===== src/rtl/fifo_wr_arbiter.sv =====
// fifo_wr_arbiter: shares the write port of one async FIFO (wr_clk domain)
// among N requesters. Round-robin arbitration with burst locking; every word
// written is tagged with the requester ID for routing on the read side.
//
// Build option: define FIFO_ARB_FIXED_PRIO_EN to replace round-robin with
// fixed priority (lowest index wins, rr_ptr held at 0). Burst locking and
// MAX_BURST apply in both modes.
//
// state   | meaning
// --------+-------------------------------------------------------------
// S_IDLE  | no grant, no writes; picks a winner when any req_valid is set
// S_BURST | one requester owns the port until its last beat or MAX_BURST
module fifo_wr_arbiter #(
  parameter int N         = 4,
  parameter int DW        = 32,
  parameter int IDW       = 2,
  parameter int MAX_BURST = 16
) (
  input  logic              wr_clk,
  input  logic              reset_n,
  input  logic [N-1:0]      req_valid,
  input  logic [N-1:0]      req_last,
  input  logic [N*DW-1:0]   req_data,
  output logic [N-1:0]      req_ready,
  input  logic              fifo_full,
  output logic              fifo_wr_en,
  output logic [IDW+DW-1:0] fifo_data,
  output logic [N-1:0]      grant,
  output logic              busy
);

  // beat_cnt only needs to reach MAX_BURST-1; keep at least one bit so
  // MAX_BURST=1 still elaborates.
  localparam int            CW       = (MAX_BURST > 1) ? $clog2(MAX_BURST) : 1;
  localparam logic [CW-1:0] BEAT_TC  = CW'(MAX_BURST - 1);
  localparam logic [N-1:0]  ONE_HOT0 = {{(N-1){1'b0}}, 1'b1};

  typedef enum logic {
    S_IDLE  = 1'b0,
    S_BURST = 1'b1
  } state_t;

  state_t         state_q, state_d;
  logic [N-1:0]   grant_q, grant_d;
  logic [IDW-1:0] gid_q, gid_d;
  logic [CW-1:0]  beat_cnt_q, beat_cnt_d;
  logic [IDW-1:0] rr_ptr_q, rr_ptr_d;

  logic           win_found;
  logic [IDW-1:0] win_idx;
  logic           granted_valid;
  logic           granted_last;
  logic           beat;
  logic [DW-1:0]  granted_data;

`ifdef FIFO_ARB_FIXED_PRIO_EN
  // Fixed priority: scan downward so the lowest valid index is the last writer.
  always_comb begin
    win_found = 1'b0;
    win_idx   = '0;
    for (int k = N - 1; k >= 0; k--) begin
      if (req_valid[k]) begin
        win_found = 1'b1;
        win_idx   = IDW'(k);
      end
    end
  end
`else
  logic [IDW:0]   rr_cand;
  logic [IDW-1:0] rr_next;

  // Round-robin: first valid requester at or after rr_ptr, wrapping at N.
  always_comb begin
    win_found = 1'b0;
    win_idx   = '0;
    rr_cand   = '0;
    for (int k = 0; k < N; k++) begin
      rr_cand = {1'b0, rr_ptr_q} + (IDW+1)'(k);
      if (rr_cand >= (IDW+1)'(N)) begin
        rr_cand = rr_cand - (IDW+1)'(N);
      end
      if (!win_found && req_valid[rr_cand[IDW-1:0]]) begin
        win_found = 1'b1;
        win_idx   = rr_cand[IDW-1:0];
      end
    end
  end

  // Pointer moves to the requester after the one just released (mod N).
  always_comb begin
    rr_next = (gid_q == IDW'(N - 1)) ? '0 : gid_q + 1'b1;
  end
`endif

  // Pick out the granted requester's valid/last/payload with the one-hot grant.
  always_comb begin
    granted_valid = |(grant_q & req_valid);
    granted_last  = |(grant_q & req_last);
    granted_data  = '0;
    for (int i = 0; i < N; i++) begin
      if (grant_q[i]) begin
        granted_data = granted_data | req_data[i*DW +: DW];
      end
    end
    beat = (state_q == S_BURST) && granted_valid && !fifo_full;
  end

  // Combinational write path; everything is forced to zero outside a burst.
  always_comb begin
    fifo_wr_en = beat;
    req_ready  = '0;
    fifo_data  = '0;
    if (state_q == S_BURST) begin
      req_ready = grant_q & {N{!fifo_full}};
      fifo_data = {gid_q, granted_data};
    end
    grant = grant_q;
    busy  = (state_q == S_BURST);
  end

  // Next-state logic: grant on arbitration win, release on last beat or burst cap.
  always_comb begin
    state_d    = state_q;
    grant_d    = grant_q;
    gid_d      = gid_q;
    beat_cnt_d = beat_cnt_q;
    rr_ptr_d   = rr_ptr_q;
    case (state_q)
      S_IDLE: begin
        if (win_found) begin
          state_d    = S_BURST;
          grant_d    = ONE_HOT0 << win_idx;
          gid_d      = win_idx;
          beat_cnt_d = '0;
        end
      end
      S_BURST: begin
        // A stalled beat (FIFO full or requester bubble) freezes everything.
        if (beat) begin
          if (granted_last || (beat_cnt_q == BEAT_TC)) begin
            state_d    = S_IDLE;
            grant_d    = '0;
            gid_d      = '0;
            beat_cnt_d = '0;
`ifdef FIFO_ARB_FIXED_PRIO_EN
            rr_ptr_d   = '0;
`else
            rr_ptr_d   = rr_next;
`endif
          end else begin
            beat_cnt_d = beat_cnt_q + 1'b1;
          end
        end
      end
      default: begin
        state_d    = S_IDLE;
        grant_d    = '0;
        gid_d      = '0;
        beat_cnt_d = '0;
        rr_ptr_d   = '0;
      end
    endcase
  end

  // State registers; reset abandons any partial burst immediately.
  always_ff @(posedge wr_clk or negedge reset_n) begin
    if (!reset_n) begin
      state_q    <= S_IDLE;
      grant_q    <= '0;
      gid_q      <= '0;
      beat_cnt_q <= '0;
      rr_ptr_q   <= '0;
    end else begin
      state_q    <= state_d;
      grant_q    <= grant_d;
      gid_q      <= gid_d;
      beat_cnt_q <= beat_cnt_d;
      rr_ptr_q   <= rr_ptr_d;
    end
  end

  // Structural invariants of the grant and write path.
  a_grant_onehot0: assert property (@(posedge wr_clk) disable iff (!reset_n)
    $onehot0(grant_q));
  a_grant_iff_burst: assert property (@(posedge wr_clk) disable iff (!reset_n)
    ((state_q == S_BURST) == (grant_q != '0)));
  a_no_write_when_full: assert property (@(posedge wr_clk) disable iff (!reset_n)
    (fifo_full |-> !fifo_wr_en));

endmodule


===== config.mk =====
export PLATFORM = sky130hd
export DESIGN_NAME = fifo_wr_arbiter
export DESIGN_NICKNAME = d
export VERILOG_FILES = /design/src/rtl/fifo_wr_arbiter.sv
export SDC_FILE = /design/constraint.sdc
export NUM_CORES = 1
export LEC_CHECK = 0
export BUFFER_PORTS_ARGS = -buffer_cell sky130_fd_sc_hd__buf_2
export CORE_MARGIN = 2
export CORE_UTILIZATION = 34
export CTS_BUF_LIST = sky130_fd_sc_hd__clkbuf_4
export DETAILED_ROUTE_END_ITERATION = 10
export PLACE_DENSITY = 0.8
export REMOVE_ABC_BUFFERS = 1
export SYNTH_ARGS = -nofsm -noshare
export SYNTH_HDL_FRONTEND = slang
export SYNTH_SLANG_ARGS = --single-unit

===== constraint.sdc =====
create_clock -name wr_clk -period 2.05 [get_ports wr_clk]
set_input_delay 0.41 -clock wr_clk [delete_from_list [all_inputs] [get_ports wr_clk]]
set_output_delay 0.41 -clock wr_clk [all_outputs]
set_load 0.01 [all_outputs]

==> impl_metrics.toml <==
[setup_path]
crit_buf_inv = 2
cp_top_family = "compound AO/OA/AOI/OAI gates"
crit_type = "reg -> out"
cp_max_fo = 10
startpoint_type = "flip-flop"
critPathCaptureType = "primary output"
slowest_stage = "dfrtp_2"
cp_cell_sequence = "a22o_4 -> o21ai_4 -> inv_1 -> buf_2"
worstPathArrival_ns = 1.50
worstPathRequired_ns = 1.64
worst_path_largest_cell_delay_ns = 0.49
cp.depth = 4
reg2reg_depth = 5

[min_path]
worstHoldPathType = "in -> async"

[timing]
fin_tns_setup_ns = 0
setup-violations-final = 0
setup_ws_ns = 0.1383
max_slew.worst_pin.slew_ns = 0.3361
slew_headroom = 0.7759
min_period_ns = 1.912
fin_worst_skew_ns = 0.002354
max_freq_mhz = 523.1
whs_ns = 0.01054
rsz0062_at_grt = "no"
hold_viol = 0
fin_crit_sh = 0.9325
drv_slew = 0

[detailed_routing]
drt-total-wl_um = 7318
drt-pass1-iter-count = 5
wire_per_inst_um = 17.06
drtIter0Drc = 166
drc = 0
antenna_left = 0
avgViaCountPerCell = 5.739
detailroute.via_count = 2462

[global_routing]
grt_use_total = 0.2695
grt_pass1_vias = 2167
grt_max_degree = 33
overflow = 0
antenna_found_initial = 8
grt_pass1_wl_um = 11100

[logic_synthesis]
syn_inst = 199
synth_mux_area_frac = 0.01633
yosysUniqueCellTypes = 37
synth_area_leaders = "a22oi_1 32%, dfrtp_1 21%, a21oi_1 12%"
synthSimpleGateAreaFrac = 0.1241
synth_area_per_cell_um2 = 7.702
netlist.area_leader.share = 0.3233
synth_top_family_by_area = "compound AO/OA/AOI/OAI gates"
synthAdderAreaFrac = 0.01633
synth-compound-area-share = 0.5567
synth-xor-area-share = 0
synth_top_area_cell = "a22oi_1"
ys_ff_latch = 13
synth_seq_area_share = 0.2122
synth-warning-count = 0
synthesis.area_mm2 = 0.001533

[floorplanning]
coreArea_mm2 = 0.004354
ioPinCount = 183
start_util = 0.3520
fp.dieW_um = 71.14
row_count = 24
die_h_um = 71.14
die_area_mm2 = 0.005061

[layout]
drive_above_1_share = 0.5403
syn2layout_area_growth_pct = 64.24
multiInputGateArea_mm2 = 0.001094
final_util = 0.5782
num-fill-cells = 432
seqCellArea_um2 = 326.6
finalInstanceArea_mm2 = 0.002517
fin_cells = 429
fin_nets = 514

[power_and_ir_drop]
powerDensity_mw_per_mm2 = 1062
p_total_mw = 2.673
vdd_drop_max_uv = 697.4
p_seq_frac = 0.172
power.switching_mw = 1.323
p_leak_nw = 1.303
p_comb_frac = 0.761
internal-power_mw = 1.350
clkPwrFrac = 0.067
sw_frac_of_total = 0.4951

[cts]
cts_max_level = 1
cts_root_buf = "clkbuf_4"
cts_tree = "yes"
cts_setup_buffers = 0
cts_buffer_depth = 2
clk_latency_ns = 0.28
cts_buffers = 3
clk_pin_slew_ns = 0.08
cts.sinks = 13

[placement]
dp_hpwl_um = 5905
gp_congestion = 0.9063
dp_slack_ns = 0.3368
dp_cells = 420
portBuffers = 182
place_area_mm2 = 0.002470

[job]
cap_violations = 0

[outcome]
outcome = "complete, no violations"
[cells by family (layout without fill, tap and decap cells)]
group,Yosys count,count (layout)
adders and majority gates,2,2
other,0,5
muxes,2,2
and+or+nand+nor,34,34
DFF,13,13
AOI/OAI and AO/OA,123,123
buffers and inverters,25,198
[placed cells by master (no fill, tap or decap), types with 2 or more instances in the layout]
master	Yosys	routed
diode_2	0	5
inv_1	4	4
nand2b_1	3	3
clkbuf_4	0	4
nand3_1	3	3
a32o_1	2	2
a22oi_1	66	66
nand2_1	9	9
buf_2	4	182
ha_1	2	2
nor2_1	3	3
dfrtp_1	13	12
a21oi_1	36	36
o22ai_1	3	3
o21ai_0	4	4
o32ai_1	4	4
and2_1	7	7
buf_4	0	7
[cell usage after synthesis, drive strengths merged]
| cell | number |
|---|---|
| a21o | 1 |
| a21oi | 36 |
| a22o | 2 |
| a22oi | 66 |
| a32o | 2 |
| and2 | 7 |
| and2b | 1 |
| and3 | 1 |
| buf | 10 |
| clkbuf | 11 |
| dfrtp | 13 |
| ha | 2 |
| inv | 4 |
| mux2 | 1 |
| mux2i | 1 |
| nand2 | 9 |
| nand2b | 3 |
| nand3 | 3 |
| nor2 | 4 |
| nor3 | 1 |
| nor3b | 1 |
| nor4 | 1 |
| o2111ai | 1 |
| o21a | 1 |
| o21ai | 5 |
| o22a | 1 |
| o22ai | 3 |
| o32ai | 4 |
| o41ai | 1 |
| or2 | 1 |
| or3 | 2 |
[state kept, by name (all words and copies together) (netlist names)]
name        cells
beat_cnt_q      4
gid_q           2
rr_ptr_q        2
grant           4
busy            1
[power groups by stage]
| stage | clock (mW) | sequential [mW] | combinational (mW) |
|---|---|---|---|
| after floorplan | 0 | 0.593 | 1.04 |
| after CTS | 0.180 | 0.458 | 2.03 |
| after detailed placement | 0 | 0.463 | 2.02 |
| after global placement | 0 | 0.460 | 2.01 |
| final | 0.179 | 0.460 | 2.04 |
| after global routing | 0.188 | 0.481 | 2.23 |
[final timing paths]
check	startpoint	to	slack, ns
worst max-delay path	grant[1]	fifo_wr_en	0.14
worst min-delay path	reset_n	beat_cnt_q[3]	0.01
worst max register to register	grant[0]	rr_ptr_q[1]	0.35
worst min register to register	gid_q[0]	rr_ptr_q[0]	0.54
max in group asynchronous	reset_n	grant[1]	1.78
min in group wr_clk	req_valid[2]	busy	0.50
[final cells by class]
| class | count | share of cell area |
|---|---|---|
| timing repair buffer | 190 | 0.3872 |
| tap | 52 | 0.02584 |
| sequential | 13 | 0.1297 |
| multi-input combinational | 161 | 0.4344 |
| clock buffer | 4 | 0.01193 |
| inverter | 4 | 0.005964 |
| antenna | 5 | 0.004970 |
[per-layer routing]
layer	GRT usage	routed length (um)	vias to the layer above
li1	-	-	1152
met2	0.4074	3260	139
met1	0.3668	2921	1154
met4	0.02516	39	6
met3	0.1239	1062	11
met5	0	34	-
[what timing repair did]
item | CTS | global route
endpoints found under the setup margin | 0 | 27
hold buffers | 0 | 0
resized for setup | 0 | 2
Note: power is estimated with default switching activity, not from simulation.
